--- config.mk ---
export PLATFORM = sky130hd
export DESIGN_NAME = reg_bus_arbiter
export DESIGN_NICKNAME = d
export VERILOG_FILES = /design/src/rtl/reg_bus_arbiter.sv
export SDC_FILE = /design/constraint.sdc
export NUM_CORES = 1
export LEC_CHECK = 0
export BUFFER_PORTS_ARGS = -buffer_cell sky130_fd_sc_hd__buf_4
export CAP_MARGIN = 10
export CORE_MARGIN = 10
export CORE_UTILIZATION = 40
export CTS_BUF_LIST = sky130_fd_sc_hd__clkbuf_4 sky130_fd_sc_hd__clkbuf_8
export DETAILED_ROUTE_END_ITERATION = 10
export PLACE_DENSITY = 0.89
export SLEW_MARGIN = 25
export SYNTH_ARGS = -nofsm -noshare
export SYNTH_HDL_FRONTEND = slang
export SYNTH_SLANG_ARGS = --single-unit
--- constraint.sdc ---
create_clock -name clk -period 1.75 [get_ports clk]
set_input_delay 0.175 -clock clk [delete_from_list [all_inputs] [get_ports clk]]
set_output_delay 0.175 -clock clk [all_outputs]
set_load 0.05 [all_outputs]
--- src/rtl/reg_bus_arbiter.sv ---
// Round-robin arbiter sharing one sel/wr/addr/wdata/rdata/ready register slave among
// NUM_REQ requesters; one transaction in flight, completed by a one-cycle one-hot ack.
module reg_bus_arbiter #(
    parameter int NUM_REQ    = 4,
    parameter int ADDR_WIDTH = 8,
    parameter int DATA_WIDTH = 16,
    parameter int TIMEOUT    = 15
) (
    input  logic                            clk,
    input  logic                            rstn,
    input  logic [NUM_REQ-1:0]              req,
    input  logic [NUM_REQ-1:0]              req_wr,
    input  logic [NUM_REQ*ADDR_WIDTH-1:0]   req_addr,
    input  logic [NUM_REQ*DATA_WIDTH-1:0]   req_wdata,
    output logic [NUM_REQ-1:0]              ack,
    output logic                            err,
    output logic [DATA_WIDTH-1:0]           rsp_rdata,
    output logic                            busy,
    output logic [$clog2(NUM_REQ)-1:0]      gnt_id,
    output logic                            m_sel,
    output logic                            m_wr,
    output logic [ADDR_WIDTH-1:0]           m_addr,
    output logic [DATA_WIDTH-1:0]           m_wdata,
    input  logic [DATA_WIDTH-1:0]           m_rdata,
    input  logic                            m_ready
);
    localparam int GW = $clog2(NUM_REQ);
    localparam int CW = $clog2(TIMEOUT + 1);

    typedef enum logic [1:0] {S_IDLE, S_ISSUE, S_RDATA, S_DONE} state_t;

    state_t                 r_state;
    logic [GW-1:0]          r_ptr;
    logic [GW-1:0]          r_gnt;
    logic [CW-1:0]          r_cnt;
    logic                   r_wr;
    logic [ADDR_WIDTH-1:0]  r_addr;
    logic [DATA_WIDTH-1:0]  r_wdata;
    logic [NUM_REQ-1:0]     r_ack;
    logic                   r_err;
    logic [DATA_WIDTH-1:0]  r_rdata;
    logic                   r_busy;

    logic                   w_found;
    logic [GW-1:0]          w_pick;
    logic [GW:0]            w_sum;
    logic [GW-1:0]          w_idx;
    logic [NUM_REQ-1:0]     w_gnt_oh;
    logic [GW-1:0]          w_ptr_nxt;

    // First set request at or after r_ptr, wrapping modulo NUM_REQ.
    always_comb begin
        w_found = 1'b0;
        w_pick  = '0;
        w_sum   = '0;
        w_idx   = '0;
        for (int k = 0; k < NUM_REQ; k++) begin
            w_sum = {1'b0, r_ptr} + (GW+1)'(k);
            w_idx = (w_sum >= (GW+1)'(NUM_REQ)) ? GW'(w_sum - (GW+1)'(NUM_REQ)) : w_sum[GW-1:0];
            if (!w_found && req[w_idx]) begin
                w_found = 1'b1;
                w_pick  = w_idx;
            end
        end
    end

    assign w_gnt_oh  = NUM_REQ'(1) << r_gnt;
    assign w_ptr_nxt = (r_gnt == GW'(NUM_REQ - 1)) ? '0 : r_gnt + 1'b1;

    always_ff @(posedge clk) begin
        if (!rstn) begin
            r_state <= S_IDLE;
            r_ptr   <= '0;
            r_gnt   <= '0;
            r_cnt   <= '0;
            r_wr    <= 1'b0;
            r_addr  <= '0;
            r_wdata <= '0;
            r_ack   <= '0;
            r_err   <= 1'b0;
            r_rdata <= '0;
            r_busy  <= 1'b0;
        end else begin
            r_ack   <= '0;
            r_err   <= 1'b0;
            r_rdata <= '0;
            case (r_state)
                S_IDLE: begin
                    if (w_found) begin
                        r_state <= S_ISSUE;
                        r_busy  <= 1'b1;
                        r_gnt   <= w_pick;
                        r_wr    <= req_wr[w_pick];
                        r_addr  <= req_addr[w_pick*ADDR_WIDTH +: ADDR_WIDTH];
                        r_wdata <= req_wdata[w_pick*DATA_WIDTH +: DATA_WIDTH];
                        r_cnt   <= '0;
                    end
                end
                S_ISSUE: begin
                    if (m_ready) begin
                        if (r_wr) begin
                            r_state <= S_DONE;
                            r_ack   <= w_gnt_oh;
                        end else begin
                            r_state <= S_RDATA;
                        end
                    end else if (r_cnt == CW'(TIMEOUT)) begin
                        r_state <= S_DONE;
                        r_ack   <= w_gnt_oh;
                        r_err   <= 1'b1;
                    end else begin
                        r_cnt <= r_cnt + 1'b1;
                    end
                end
                S_RDATA: begin
                    // Slave presents read data in the slot after acceptance.
                    r_state <= S_DONE;
                    r_ack   <= w_gnt_oh;
                    r_rdata <= m_rdata;
                end
                S_DONE: begin
                    r_state <= S_IDLE;
                    r_busy  <= 1'b0;
                    r_ptr   <= w_ptr_nxt;
                end
                default: r_state <= S_IDLE;
            endcase
        end
    end

    assign m_sel     = (r_state == S_ISSUE) || (r_state == S_RDATA);
    assign m_wr      = r_wr;
    assign m_addr    = r_addr;
    assign m_wdata   = r_wdata;
    assign ack       = r_ack;
    assign err       = r_err;
    assign rsp_rdata = r_rdata;
    assign busy      = r_busy;
    assign gnt_id    = r_gnt;
endmodule
* Word-level counts from Yosys, hierarchy flattened *
Cells that the tools add are included.
W data, S select, Z words.

storage, ports and cells
  register bits after elaboration = 57
  input bits = 123

cells by class
  add/sub/neg operators = 9
  order comparisons = 9
  equality and inequality tests = 9
  shift operators = 3
  multiplexer cells = 39
  bitwise gates (word level) = 2
  reduce and logical (&&, ||, !) cells = 16

operators with widths
  cell                   number
  $shiftx A64 B7 Y16     1
  $shiftx A32 B6 Y8      1
  $mux W2                12
  $mux W4                6
  $pmux W4 S2            2
  $lt A2 B3 Y1 const B   5
  $mux W1                12
  $bmux W1 S2            5
  $ge A3 B3 Y1 const B   3
  $pmux W2 S4            1
  $reduce_and A2 Y1      4
  $sub A2 B1 Y2 const B  4
  $add A2 B2 Y3 const B  2
  $eq A2 B2 Y1 const B   3
  $ne A2 B2 Y1 const B   3
  $add A4 B1 Y4 const B  1
  $eq A4 B4 Y1 const B   1
  $reduce_and A4 Y1      1
  $reduce_bool A2 Y1     2
  $shl A1 B2 Y4 const A  1
  $add A2 B1 Y3 const B  1
  $ge A2 B3 Y1 const B   1
  $logic_and A1 B1 Y1    3
  $logic_not A1 Y1       3
  other kinds (8)        9

* Logic depth before layout (Yosys ltp) *
Gate-level depths: netlist (run 1).

  depth after elaboration = 16
  mapped depth = 9
  depth with buffers taken out = 6

* Worst setup path after synthesis (run 1) *
OpenSTA, ideal clock, no wires.

  path kind = register to register
  from = reg r_ptr[1]
  to = reg r_wdata[8] (netlist: m_wdata[8])
  arrival time = 1492 ps
  required time = 1612 ps
  slack = 120 ps
  stages on the path, launching flop included = 7
  path buffers = 1
  clock period less this slack = 1630 ps
  path through = dfxtp_1 -> mux2i_1 -> o22ai_2 -> nor2_2 -> buf_2 -> mux2i_1 -> o221ai_1

on the way
  word-level cells in the longest chain between the ends = 15

ends and longest elaborated chain
  element                                                 RTL line  RTL
  start, declared                                         33        logic [GW-1:0] r_ptr;
  start signal, assigned                                  124       r_ptr <= w_ptr_nxt;
  branches (longest 15 deep; another with $add A2 B1 Y3)  --
  end signal, assigned                                    95        r_wdata <= req_wdata[w_pick*DATA_WIDTH +: DATA_WIDTH];
  end, declared                                           38        logic [DATA_WIDTH-1:0] r_wdata;

Several ways; the timed one is not identified. The select of a mux whose other input is x is not followed.
A chain may end at the register's enable or synchronous reset.

* Worst setup path in the final report (run 1) *
  from = reg r_ptr[1]
  to = reg r_wdata[15] (netlist: m_wdata[15])

Same word-level chain as after synthesis.

==> flow_metrics.tcl, run 1 <==
set metrics [dict create \
    tightest_slew_ns 0.443 \
    syn_avg_cell_area_um2 9.36 \
    start_util_pct 41.3 \
    fin_ws_ns 0.0394 \
    grt_pass1_wl_um 15700 \
    ctsRootBufferMaster "clkbuf_8" \
    async_flop_share_pct 0 \
    finClkSkew_ns 0.00539 \
    port_buffers 172 \
    setup_viol 0 \
    setup-tns-final_ns 0 \
    pre_cts_ws_ns -0.0820 \
    power.leakage_nw 2.21 \
    ys_warn_count 0 \
    cts_buffers 9 \
    maxSlewViolCount 0 \
    vias 3033 \
    grt_pass1_vias 3237 \
    dr.pass1.iters 4 \
    routed_wl_um 10500 \
    dpl.hpwl_um 8200 \
    path_class "flop to flop" \
    arrival_ns 1.92 \
    relSlewSlack_pct 70.2 \
    htree_levels 3 \
    drive_gt1_share_pct 45.5 \
    clk_path_buf_depth 2 \
    syn_nets 433 \
    antenna_left 0 \
    antenna_found_initial 0 \
    clock.fmax_mhz 585 \
    area_delta_synth_final_pct 65.5 \
    wire_per_inst_um 18.1 \
    power.density_nw_per_um2 1280 \
    layout.nets 616 \
    diodes 0 \
    period_minus_slack_ns 1.71 \
    clkSinkCount 57 \
    synth_edf_count 0 \
    synth-main-ff-cell "dfxtp_1" \
    chipHeight_um 104 \
    required_ns 1.96 \
    holdPathStages 2 \
    critPathLaunchType "flop" \
    core_area_um2 6790 \
    clock_latency_ns 0.34 \
    cp_max_fo 7 \
    drt_iter0_markers 150 \
    synth_cell_types 35 \
    die_width_um 104 \
    route.detailed.drc 0 \
    track_usage_pct 17.9 \
    fin_crit_sh_pct 97.8 \
    postSynthCellCount 300 \
    grt_max_degree 27 \
    instances_no_fill 584 \
    synth-seq-cells 57 \
    peakVddDrop_mv 0.776 \
    place_inst 561 \
    maxCapViolCount 0 \
    dieArea_um2 10800 \
    cts-hold-fix-buffers 0 \
    netlist_area_um2 2810 \
    r2r.worst_path.cells 7 \
    via_per_inst 5.19 \
    gp_congestion 0.842 \
    gr-total-overflow 0 \
    num_io_pins 173 \
    clk_pin_slew_worst_paths_ns 0.07 \
    outcome "completed" \
    rsz0062_at_grt "yes" \
    finalHoldViolCount 0 \
    end_kind "flop" \
    core.rowCount 30 \
    cts_tree "done" \
    yosysSeqAreaShare_pct 40.6 \
    hold_path.class "primary input to flop" \
]
## cells in the mapped netlist (2+ instances only)
cell type | n | area (um^2)
a21oi_1 | 7 | 35.0
ha_1 | 10 | 125
nor3_1 | 2 | 10.0
a211o_1 | 11 | 96.3
o211ai_1 | 11 | 82.6
o21ai_0 | 15 | 75.1
clkbuf_1 | 10 | 37.5
xnor2_1 | 3 | 26.3
nand2b_1 | 2 | 12.5
buf_6 | 2 | 22.5
nor2_1 | 13 | 48.8
buf_2 | 9 | 45.0
nand3_1 | 14 | 70.1
o221ai_1 | 14 | 123
nor3b_1 | 2 | 15.0
and3_1 | 16 | 100
inv_1 | 10 | 37.5
nand2_1 | 26 | 97.6
and2_1 | 6 | 37.5
mux2i_1 | 45 | 450
dfxtp_1 | 57 | 1140
nor4_1 | 2 | 12.5
## where the power goes
group	switching [W]	leakage, nW	internal, W	total, W
logic	0.00179	1.64	0.00115	0.00294
registers	0.000179	0.467	0.00158	0.00175
clock network	0.000546	0.100	0.000687	0.00123
total	0.00252	2.21	0.00341	0.00593
## path summary, 6_finish.rpt
check	start	to	slack, ns
max reg2reg	r_ptr[1]$_SDFFE_PN0P_	m_wdata[15]$_SDFFE_PN0P_	0.04
min	m_ready	err$_SDFF_PP0_	0.02
max	r_ptr[1]$_SDFFE_PN0P_	m_wdata[15]$_SDFFE_PN0P_	0.04
min reg2reg	m_wdata[9]$_SDFFE_PN0P_	m_wdata[9]$_SDFFE_PN0P_	0.47
## worst max-delay path: stages, from the launching register on
cell       delay, ns
dfxtp_4         0.39
mux2i_2         0.25
o22ai_2         0.13
nor2_4          0.16
buf_12          0.14
clkbuf_16       0.15
mux2i_1         0.23
o221ai_1        0.13
## logic make-up after synthesis
family	synth area share, %
adder cells (fa/ha/maj)	4.46
AO/OA/AOI/OAI	17.1
buffers and inverters	5.35
AND/OR/NAND/NOR	15.5
XOR/XNOR	0.936
flip-flops	40.6
multiplexers	16.0
## metrics by stage
stage                     utilization (%)  instance area (um^2)  hold WS, ns  power, W
after floorplan                         -                  2810        0.251   0.00357
after global placement               63.1                  4290        0.363   0.00452
after detailed placement             63.1                  4290        0.365   0.00461
after CTS                            66.1                  4490       0.0141   0.00584
after global routing                 68.4                  4650       0.0193   0.00622
final                                68.4                  4650       0.0181   0.00593
## per-layer routing
metal	vias to the layer above	wire (um)	global-route usage (%)
met5	-	0	0
met4	0	244	7.95
met3	20	844	7.06
met2	143	5540	32.0
met1	1413	3920	17.8
li1	1457	-	-
## timing repair
action / CTS / global route
gates cloned: 0 / 3
pin swaps: 0 / 1
setup buffers: 0 / 4
gates resized for setup: 3 / 11
setup endpoints to repair: 24 / 9
endpoints found under the hold margin: 0 / 0
## placed cells by master (no fill, tap or decap), types with 7 or more instances in the layout
cell type / instances
buf_4: 183
dfxtp_1: 56
mux2i_1: 41
nand2_1: 26
and3_1: 16
o21ai_0: 15
nand3_1: 14
nor2_1: 13
o221ai_1: 12
a211o_1: 11
o211ai_1: 11
inv_1: 10
ha_1: 10
clkbuf_8: 9
a21oi_1: 7
## sequential cells by signal (all words and copies together), names as in the netlist
name / flops
m_wdata: 16
ack: 4
m_addr: 8
err: 1
gnt_id: 2
r_state: 2
busy: 1
r_cnt: 4
rsp_rdata: 16
r_ptr: 2
m_wr: 1
## layout make-up
class | count | area [um^2]
Multi-Input combinational cell | 211 | 1570
Inverter | 10 | 37.5
Timing Repair Buffer | 194 | 1580
Clock buffer | 11 | 139
Fill cell | 544 | 2150
Clock inverter | 5 | 56.3
Sequential cell | 57 | 1140
Tap cell | 96 | 120
No activity file was read; power rests on OpenSTA's default activity.
==> inputs of run 2 (changes only) <==
--- a/config.mk
+++ b/config.mk
@@ -7,7 +7,8 @@
 export LEC_CHECK = 0
 export BUFFER_PORTS_ARGS = -buffer_cell sky130_fd_sc_hd__buf_4
 export CAP_MARGIN = 10
-export CORE_MARGIN = 10
+export CORE_ASPECT_RATIO = 1.4
+export CORE_MARGIN = 8
 export CORE_UTILIZATION = 40
 export CTS_BUF_LIST = sky130_fd_sc_hd__clkbuf_4 sky130_fd_sc_hd__clkbuf_8
 export DETAILED_ROUTE_END_ITERATION = 10
==> run 2 against run 1 <==
  * Sequential power about the same
  * Maximum frequency up 3.0%
  * Via count down 1.5%
  * Sequential share of layout area up 0.73 points
  * Cell count down 1.5%
  * Core utilization down 3.1 points
  * Clock power down 4%
  * Global-route usage up 2.3 points
  * First-iteration DRC count down 35%
  * Clock skew up 0.0030 ns
  * Clock-buffer cell count down 1
  * Routed wire length down 4.9%
  * Critical endpoint is now m_wdata[9]$_SDFFE_PN0P_
  * Largest power group unchanged
  * Highest routed layer unchanged
==> flow_metrics.tcl, run 2 (synthesized netlist as in run 1, its figures left out) <==
set metrics [dict create \
    clock.fmax_mhz 602 \
    arrival_ns 1.87 \
    finClkSkew_ns 0.00840 \
    clkSinkCount 57 \
    grt_max_degree 33 \
    n_fill_cell 591 \
    via_per_inst 5.20 \
    ctsRootBufferMaster "clkbuf_8" \
    path_class "flop to flop" \
    cts_buffers 9 \
    dr.pass1.iters 4 \
    required_ns 1.96 \
    cp_max_fo 16 \
    dieArea_um2 9990 \
    fin_util_pct 65.3 \
    area_delta_synth_final_pct 60.4 \
    outcome "completed" \
    clock_latency_ns 0.34 \
    cts_tree "done" \
    core.rowCount 36 \
    whs_ns 0.0739 \
    maxCapViolCount 0 \
    setup-tns-final_ns 0 \
    power_w 0.00574 \
    final_common_cell "buf_4" \
    critPathLaunchType "flop" \
    antenna_found_initial 0 \
    gr-total-overflow 0 \
    route.detailed.drc 0 \
    end_kind "flop" \
    routed_wl_um 10000 \
    period_minus_slack_ns 1.66 \
    start_util_pct 40.7 \
    wire_per_inst_um 17.4 \
    clk_pin_slew_worst_paths_ns 0.07 \
    dpl.hpwl_um 7900 \
    relSlewSlack_pct 77.4 \
    core_area_um2 6890 \
    vias 2989 \
    antenna_left 0 \
    layout.nets 610 \
    setup_viol 0 \
    clk_path_buf_depth 2 \
    fin_crit_sh_pct 94.9 \
    power.density_nw_per_um2 1280 \
    chipHeight_um 115 \
    final_cell_mix "182 x buf_4, 56 x dfxtp_1, 44 x mux2i_1, 26 x nand2_1, 16 x and3_1" \
    grt_pass1_vias 3238 \
    regArea_um2 1140 \
    postCtsSetupBuffers 0 \
    die_width_um 86.8 \
    port_buffers 172 \
    maxSlewViolCount 0 \
    num_io_pins 173 \
    htree_levels 3 \
    track_usage_pct 20.1 \
    peakVddDrop_mv 0.648 \
    rsz0062_at_grt "yes" \
    drt_iter0_markers 97 \
    diodes 0 \
    drive_gt1_share_pct 43.1 \
    finalHoldViolCount 0 \
    power.leakage_nw 2.16 \
    multi_input_comb_area_um2 1540 \
    grt_pass1_wl_um 15600 \
    hold_path.class "primary input to flop" \
    tightest_slew_ns 0.336 \
    gp_congestion 0.834 \
]
-- run 2: cell count changes in the layout (fill, tap and decap cells not counted), sizes merged --
cell         delta
buf             -6
clkbuf          -2
clkinvlp        -1
dlygate4sd3     +1
-- run 2: repair_timing --
| action | CTS | global route |
|---|---|---|
| gates cloned | 0 | 1 |
| gates resized for setup | 2 | 2 |
| hold endpoints to repair | 1 | 0 |
| pin swaps | 0 | 0 |
| hold buffers | 1 | 0 |
| endpoints found under the setup margin | 1 | 5 |
-- run 2: worst max-delay path, stage by stage, from the launching register on --
cell      delay (ns)
dfxtp_2         0.41
mux2i_4         0.26
o22ai_2         0.11
nor2_4          0.17
buf_12          0.19
mux2i_1         0.22
o221ai_1        0.15
-- run 2: worst paths after layout --
path,from,endpoint,slack [ns],cells past startpoint
worst max-delay path,r_ptr[1]$_SDFFE_PN0P_,m_wdata[9]$_SDFFE_PN0P_,0.09,6
worst min-delay path,m_rdata[0],rsp_rdata[0]$_SDFF_PN0_,0.07,2
worst max register to register,r_ptr[1]$_SDFFE_PN0P_,m_wdata[9]$_SDFFE_PN0P_,0.09,6
worst min register to register,m_wdata[15]$_SDFFE_PN0P_,m_wdata[15]$_SDFFE_PN0P_,0.47,2
-- run 2: power by group --
part,internal (W),switching (W),leakage (nW)
Combinational,0.00107,0.00175,1.59
Sequential,0.00158,0.000175,0.467
Clock,0.000672,0.000509,0.0978
Total,0.00331,0.00243,2.16
-- run 2: final cells by class --
class,instances,share of cell area [%]
Inverter,10,0.834
Clock inverter,4,1.00
Tap cell,95,2.64
Sequential cell,57,25.4
Timing Repair Buffer,188,32.9
Clock buffer,10,3.06
Multi-Input combinational cell,211,34.2
-- run 2: per-layer routing --
metal  share of wire [%]  track usage (%)  vias to the layer above
met1                  34             18.8                     1411
met5                   0                0                        -
li1                    -                -                     1443
met2                  57             37.5                      116
met3                 6.5             6.65                       19
met4                 2.3             10.7                        0
-- run 2: through the flow --
| stage | instances | instance area (um^2) | setup slack [ns] |
|---|---|---|---|
| 2_1_floorplan | 300 | 2810 | 0.120 |
| 3_3_place_gp | 559 | 4270 | 0.111 |
| 3_5_place_dp | 559 | 4270 | -0.0143 |
| 4_1_cts | 574 | 4460 | 0.0631 |
| 5_1_grt | 575 | 4500 | -0.0441 |
| 6_report | 575 | 4500 | 0.0885 |
